<file path="config.mk">
export PLATFORM = sky130hd
export DESIGN_NAME = ifm_buf_loader
export DESIGN_NICKNAME = d
export VERILOG_FILES = /design/src/rtl/ifm_buf_loader_pkg.sv /design/src/rtl/ifm_req_queue.sv /design/src/rtl/ifm_buf_loader.sv
export SDC_FILE = /design/constraint.sdc
export NUM_CORES = 1
export LEC_CHECK = 0
export BUFFER_PORTS_ARGS = -buffer_cell sky130_fd_sc_hd__buf_4
export CAP_MARGIN = 15
export CORE_AREA = 2 2 163 165
export DETAILED_ROUTE_END_ITERATION = 16
export DIE_AREA = 0 0 165 167
export PLACE_DENSITY = 0.7
export SYNTH_ARGS = -nofsm -noshare
export SYNTH_HDL_FRONTEND = slang
export SYNTH_SLANG_ARGS = --single-unit
</file>
<file path="constraint.sdc">
create_clock -name clk -period 31.8 [get_ports clk]
set_input_delay 9.54 -clock clk [delete_from_list [all_inputs] [get_ports clk]]
set_output_delay 9.54 -clock clk [all_outputs]
set_load 0.1 [all_outputs]
</file>
<file path="src/rtl/ifm_buf_loader_pkg.sv">
// Shared definitions for the IFM row loader.
//   - Sizing constants shared with the CNN controller (row/width/channel
//     widths, DRAM address/data widths, line-buffer geometry, burst length).
//   - FSM state encoding (2 bits).
//   - Captured load-request record (row index plus the configuration that
//     was live when the request arrived).
//   - row_words(): width * channel computed at full product width, then
//     truncated to the burst-length width.
package ifm_buf_loader_pkg;

  localparam int W_SIZE        = 9;
  localparam int W_CHANNEL     = 5;
  localparam int W_ADDR        = 32;
  localparam int W_DATA        = 32;
  localparam int NUM_LINES     = 3;
  localparam int MAX_ROW_WORDS = 1024;
  localparam int W_BUF_ADDR    = 12;
  localparam int W_LEN         = 11;

  typedef enum logic [1:0] {
    S_IDLE = 2'd0,
    S_REQ  = 2'd1,
    S_DATA = 2'd2,
    S_DONE = 2'd3
  } state_e;

  typedef struct packed {
    logic [W_SIZE-1:0]    row;
    logic [W_SIZE-1:0]    width;
    logic [W_CHANNEL-1:0] channel;
    logic [W_ADDR-1:0]    base;
  } load_req_t;

  function automatic logic [W_LEN-1:0] row_words(input logic [W_SIZE-1:0]    w,
                                                 input logic [W_CHANNEL-1:0] c);
    localparam int W_PROD = W_SIZE + W_CHANNEL;
    logic [W_PROD-1:0] p;
    p = W_PROD'(w) * W_PROD'(c);
    return W_LEN'(p);
  endfunction

endpackage

</file>
<file path="src/rtl/ifm_req_queue.sv">
// One-deep pending load-request slot with sticky overflow flag.
// Ports:
//   clk, rstn      clock, asynchronous active-low reset
//   push_i, req_i  offer a request to the slot
//   pop_i          the loader consumes the held request this cycle
//   full_o, req_o  slot occupancy and held request
//   overflow_o     sticky: a push arrived while the slot was full and not
//                  being drained; cleared only by reset
module ifm_req_queue
  import ifm_buf_loader_pkg::*;
(
  input  logic      clk,
  input  logic      rstn,
  input  logic      push_i,
  input  load_req_t req_i,
  input  logic      pop_i,
  output logic      full_o,
  output load_req_t req_o,
  output logic      overflow_o
);

  logic      full_q, full_d;
  logic      ovf_q, ovf_d;
  load_req_t req_q;
  logic      accept;

  // A pop in the same cycle frees the slot, so a simultaneous push is kept.
  assign accept = push_i && (!full_q || pop_i);

  always_comb begin
    full_d = full_q;
    ovf_d  = ovf_q;
    if (accept)     full_d = 1'b1;
    else if (pop_i) full_d = 1'b0;
    if (push_i && full_q && !pop_i) ovf_d = 1'b1;
  end

  always_ff @(posedge clk or negedge rstn) begin
    if (!rstn) begin
      full_q <= 1'b0;
      ovf_q  <= 1'b0;
    end else begin
      full_q <= full_d;
      ovf_q  <= ovf_d;
    end
  end

  always_ff @(posedge clk) begin
    if (accept) req_q <= req_i;
  end

  assign full_o     = full_q;
  assign req_o      = req_q;
  assign overflow_o = ovf_q;

endmodule

</file>
<file path="src/rtl/ifm_buf_loader.sv">
// IFM row loader: accepts a row-load request from the CNN controller, issues
// one DRAM burst read for the whole row (width * channel words), writes each
// returned beat into its slot of the circular line buffer, and pulses done.
// Ports:
//   clk, rstn                               clock, async active-low reset
//   q_width, q_channel, q_base_addr         live layer configuration
//   i_req_load, i_req_row                   load request pulse + row index
//   o_rd_req, o_rd_addr, o_rd_len, i_rd_ack burst read request handshake
//   i_rd_valid, i_rd_data                   returned read beats
//   o_buf_we, o_buf_addr, o_buf_wdata       line-buffer write port
//   o_ifm_buf_done                          one-cycle row-loaded pulse
//   o_busy                                  load in progress
//   o_req_overflow                          sticky dropped-request flag
module ifm_buf_loader
  import ifm_buf_loader_pkg::*;
(
  input  logic                  clk,
  input  logic                  rstn,
  input  logic [W_SIZE-1:0]     q_width,
  input  logic [W_CHANNEL-1:0]  q_channel,
  input  logic [W_ADDR-1:0]     q_base_addr,
  input  logic                  i_req_load,
  input  logic [W_SIZE-1:0]     i_req_row,
  output logic                  o_rd_req,
  output logic [W_ADDR-1:0]     o_rd_addr,
  output logic [W_LEN-1:0]      o_rd_len,
  input  logic                  i_rd_ack,
  input  logic                  i_rd_valid,
  input  logic [W_DATA-1:0]     i_rd_data,
  output logic                  o_buf_we,
  output logic [W_BUF_ADDR-1:0] o_buf_addr,
  output logic [W_DATA-1:0]     o_buf_wdata,
  output logic                  o_ifm_buf_done,
  output logic                  o_busy,
  output logic                  o_req_overflow
);

  state_e                state_q, state_d;
  load_req_t             in_req, pend_req, src_req;
  logic                  pend_full, push, pop, start;
  logic [W_LEN-1:0]      start_len;
  logic [W_ADDR-1:0]     start_addr;
  logic [W_BUF_ADDR-1:0] start_slot;

  logic [W_ADDR-1:0]     rd_addr_q;
  logic [W_LEN-1:0]      rd_len_q;
  logic [W_LEN-1:0]      beat_idx_q;
  logic [W_BUF_ADDR-1:0] slot_base_q;
  logic                  we_q, last_q;
  logic [W_BUF_ADDR-1:0] buf_addr_q;
  logic [W_DATA-1:0]     wdata_q;
  logic                  beat_fire, beat_last;

  assign in_req = '{row: i_req_row, width: q_width, channel: q_channel, base: q_base_addr};

  // A request that lands in the DONE cycle with an empty slot is parked and
  // then picked up from IDLE, so IDLE serves the pending slot before any new
  // request to keep arrival order.
  assign src_req = pend_full ? pend_req : in_req;
  assign start   = ((state_q == S_IDLE) && (pend_full || i_req_load)) ||
                   ((state_q == S_DONE) && pend_full);
  assign pop     = start && pend_full;
  assign push    = i_req_load && !((state_q == S_IDLE) && !pend_full);

  ifm_req_queue u_req_queue (
    .clk        (clk),
    .rstn       (rstn),
    .push_i     (push),
    .req_i      (in_req),
    .pop_i      (pop),
    .full_o     (pend_full),
    .req_o      (pend_req),
    .overflow_o (o_req_overflow)
  );

  assign start_len  = row_words(src_req.width, src_req.channel);
  assign start_addr = src_req.base + (W_ADDR'(src_req.row) * W_ADDR'(start_len));
  assign start_slot = W_BUF_ADDR'((int'(src_req.row) % NUM_LINES) * MAX_ROW_WORDS);

  // Beats beyond the row length (or outside DATA) are ignored.
  assign beat_fire = (state_q == S_DATA) && i_rd_valid && (beat_idx_q != rd_len_q);
  assign beat_last = (beat_idx_q == rd_len_q - W_LEN'(1));

  always_comb begin
    state_d        = state_q;
    o_rd_req       = 1'b0;
    o_busy         = (state_q != S_IDLE);
    o_ifm_buf_done = 1'b0;
    unique case (state_q)
      S_IDLE: begin
        if (start) state_d = S_REQ;
      end
      S_REQ: begin
        // Zero-length rows pass through REQ without issuing a burst.
        o_rd_req = (rd_len_q != '0);
        if (rd_len_q == '0) state_d = S_DONE;
        else if (i_rd_ack)  state_d = S_DATA;
      end
      S_DATA: begin
        if (we_q && last_q) state_d = S_DONE;
      end
      S_DONE: begin
        o_ifm_buf_done = 1'b1;
        state_d        = pend_full ? S_REQ : S_IDLE;
      end
      default: state_d = S_IDLE;
    endcase
  end

  always_ff @(posedge clk or negedge rstn) begin
    if (!rstn) state_q <= S_IDLE;
    else       state_q <= state_d;
  end

  always_ff @(posedge clk or negedge rstn) begin
    if (!rstn) begin
      rd_addr_q  <= '0;
      rd_len_q   <= '0;
      beat_idx_q <= '0;
      we_q       <= 1'b0;
      last_q     <= 1'b0;
      buf_addr_q <= '0;
      wdata_q    <= '0;
    end else begin
      we_q   <= beat_fire;
      last_q <= beat_fire && beat_last;
      if (start) begin
        rd_addr_q  <= start_addr;
        rd_len_q   <= start_len;
        beat_idx_q <= '0;
      end else if (beat_fire) begin
        beat_idx_q <= beat_idx_q + W_LEN'(1);
      end
      if (beat_fire) begin
        buf_addr_q <= slot_base_q + W_BUF_ADDR'(beat_idx_q);
        wdata_q    <= i_rd_data;
      end
    end
  end

  always_ff @(posedge clk) begin
    if (start) slot_base_q <= start_slot;
  end

  assign o_rd_addr   = rd_addr_q;
  assign o_rd_len    = rd_len_q;
  assign o_buf_we    = we_q;
  assign o_buf_addr  = buf_addr_q;
  assign o_buf_wdata = wdata_q;

endmodule

</file>
==> summary.md <==
| Metric | Value |
|---|---|
| Die W | `between 150 and 200 µm` |
| Post-route ant nets | `0` |
| CP Data Required Time | `approximately 32 ns` |
| Worst-path fanout max | `10` |
| Register area share after synthesis | `0.3403` |
| P&R area growth vs syn | `18.21%` |
| CTS Hold Bufs | `0` |
| Max Transition Viols Final | `0` |
| Synth top area share | `0.2053` |
| Final WL | `28,440 µm` |
| CTS sink cnt | `~160` |
| Placement Rows | `just under 60` |
| Clock root cell | `clkbuf_16` |
| Most frequent CP cell | `fa_1` |
| Worst Path Buf+Inv | `5` |
| First-pass GRT wire length | `approximately 46,000 µm` |
| Ports | `around 180` |
| Core ar. | `25,760 µm²` |
| Gate count of the mapped netlist | `around 1,200` |
| # setup viols final | `0` |
| Wire per inst | `between 15 and 20 µm` |
| Post-route setup TNS | `0 ns` |
| Max-cap viol count | `0` |
| RSZ-0062 raised after global routing | `no` |
| IO Port Bufs | `183` |
| Asr flop ratio synth | `0.6460` |
| Die ar. | `around 28,000 µm²` |
| Crit Path Category | `primary input to flip-flop` |
| Share of cells above drive strength 1 | `0.2243` |
| Synth Flop Type | `dfrtp_1` |
| # nets final | `about 1,700` |
| Crit path depth | `34` |
| Hold Path Class | `flip-flop to flip-flop` |
| Post-CTS resize count | `0` |
| DRT iter0 DRCs | `595` |
| GR Util met2 | `0.3543` |
| H-tree Lvls | `4` |
| Worst flop-to-flop path startpoint | `u_req_queue.full_o` |
| Mapped Area | `roughly 13,000 µm²` |
| Crit path time final | `18.44 ns` |
| Crit. End Element | `flip-flop` |
| Initial Util | `0.4920` |
| Clock buffer depth | `2` |
| Worst Reg2Reg Path Length in Cells | `34` |
| Yosys warnings | `0` |
| Status | `finished clean` |
| Clock skew | `~0.015 ns` |
| Postcts setup bufs | `0` |
| Worst Setup SP | `q_width[0]` |
| GRT Total Usage | `0.2100` |
| DRC Markers | `0` |
| Worst-margin pin slew | `0.9212 ns` |
| Max stage delay on crit path | `about 0.75 ns` |
| Worst-path clk slew | `~0.07 ns` |
| ANT cells | `0` |
| Largest net degree at the start of global routing | `slightly below 80` |
| Critical path endpoint | `o_rd_addr[25]` |
| Top cells by count, synth | `nand2_1, inv_1, dfrtp_1` |
| Syn avg cell area | `just over 10 µm²` |
| CTS tree | `done` |
| GR peak layer | `met2` |
| GRT met3 Usage | `0.02889` |
| Top cell type by total area after synthesis | `dfrtp_1` |
| Synth area leaders | `dfrtp_1, fa_1, edfxtp_1, ha_1, mux2_2` |
| Most common cell in the netlist | `nand2_1` |
| Fmax | `about 54 MHz` |
| Reg2Reg Capture Point | `o_rd_addr[25]` |
| Post-Syn Nets | `between 1,500 and 2,000` |
| Fin. Hold Viols | `0` |
| Clk Latency, worst-skew pair | `~0.44 ns` |
| DR vias/cell | `about 5.3` |
| Startpoint Class | `primary input` |
| Antenna violations before repair | `0` |
| Vias in the first global route | `just over 9,000` |
| Fillers | `about 2,300` |
| GR Util met1 | `0.2883` |
| Slowest stage cell, crit path | `xor2_1` |
| Yosys cell types | `75` |
| GP Congestion | `approximately 0.88` |
| Post-synth EDFFs | `between 50 and 60` |
| Via count of the routed design | `~9,400` |
| Critical path's top delay family | `adder cells` |
| HPWL Detailed | `around 22,000 µm` |
| Slew HR | `0.3838` |
| Num CTS Buffers | `17` |
| Congestion Overflow GR | `0` |
| R2r setup slk | `roughly 21 ns` |
| DIE HEIGHT | `167 µm` |
| Detailed Routing Iterations Pass 1 | `5` |
| CP arrival | `~19 ns` |
| Register bit total from synthesis | `161` |
| Final period utilization | `0.5797` |
## final cells by class
cell class,instances,area (µm²),area share
clock inverters,14,161.4,0.01077
flip-flops and latches,161,4318,0.2882
clock buffers,18,450.4,0.03006
well taps,335,419.2,0.02797
repair buffers,192,1441,0.09619
inverters,137,514.2,0.03432
multi-input cells,900,7680,0.5125
## worst min-delay path by stage
stage	start	endpoint	slack [ns]	cells past startpoint
after global routing	u_req_queue.overflow_o	u_req_queue.overflow_o	0.51	1
after detailed placement	o_rd_addr[10]	o_rd_addr[10]	0.47	2
after CTS	o_rd_addr[10]	o_rd_addr[10]	0.48	2
final	o_rd_addr[10]	o_rd_addr[10]	0.47	2
after floorplan	slot_base_q[11]	o_buf_addr[11]	0.52	2
after global placement	u_req_queue.overflow_o	u_req_queue.overflow_o	0.45	1
## tightest hold or removal path: cells and delay by family, from the launching register on
kind / cells / cell delay, ns
AND/OR/NAND/NOR: 2 / 0.10
flip-flops: 1 / 0.35
## through the flow
step	setup WS (ns)	area [µm²]	utilization	cells	hold slack, ns
after floorplan	14.12	12680	-	1243	0.5249
after global placement	13.36	14370	0.5579	1725	0.4518
after detailed placement	12.96	14370	0.5579	1725	0.4652
after CTS	13.38	14980	0.5816	1757	0.4831
after global routing	12.79	14980	0.5816	1757	0.5079
final	13.36	14980	0.5816	1757	0.4734
## state kept, by name (all words and copies together), names as in the netlist
signal	count
last_q	1
slot_base_q	2
beat_idx_q	11
o_rd_len	11
u_req_queue.req_o	55
o_buf_we	1
o_buf_addr	12
state_q	2
o_rd_addr	32
u_req_queue.full_o	1
o_buf_wdata	32
u_req_queue.overflow_o	1
## per-layer routing
layer	wire length (µm)	up-vias
met2	13960	259
li1	-	4522
met4	278	0
met1	12650	4588
met3	1547	21
met5	0	-
## cells in the final DEF (no fill, tap or decap), drive strengths merged, types with 4 or more instances in the layout
cell and n:
buf 192, nand2 165, inv 146, dfrtp 104, fa 99, mux2 79
ha 78, nor2 77, o21ai 58, edfxtp 57, xnor2 45, a21oi 37
mux2i 32, xor2 28, nand2b 22, and2 21, clkbuf 18, nor3 15
nand3 11, nor2b 9, o21bai 9, a31oi 8, a21o 7, or3 7
o21a 7, nor4 7, nand4 6, o211ai 5, and3 5, o31ai 4
or2 4, nor4b 4, clkinv 4
## cell families after synthesis
| kind of cell | synth area share |
|---|---|
| adder cells (fa/ha/maj) | 0.2333 |
| AO/OA/AOI/OAI | 0.08884 |
| buffers and inverters | 0.05705 |
| AND/OR/NAND/NOR | 0.1336 |
| XOR/XNOR | 0.05044 |
| flip-flops | 0.3403 |
| multiplexers | 0.09634 |
Power is left out: the tool's default activity adds up to more than one toggle a clock period on the data nets, which glitch-free logic cannot reach.
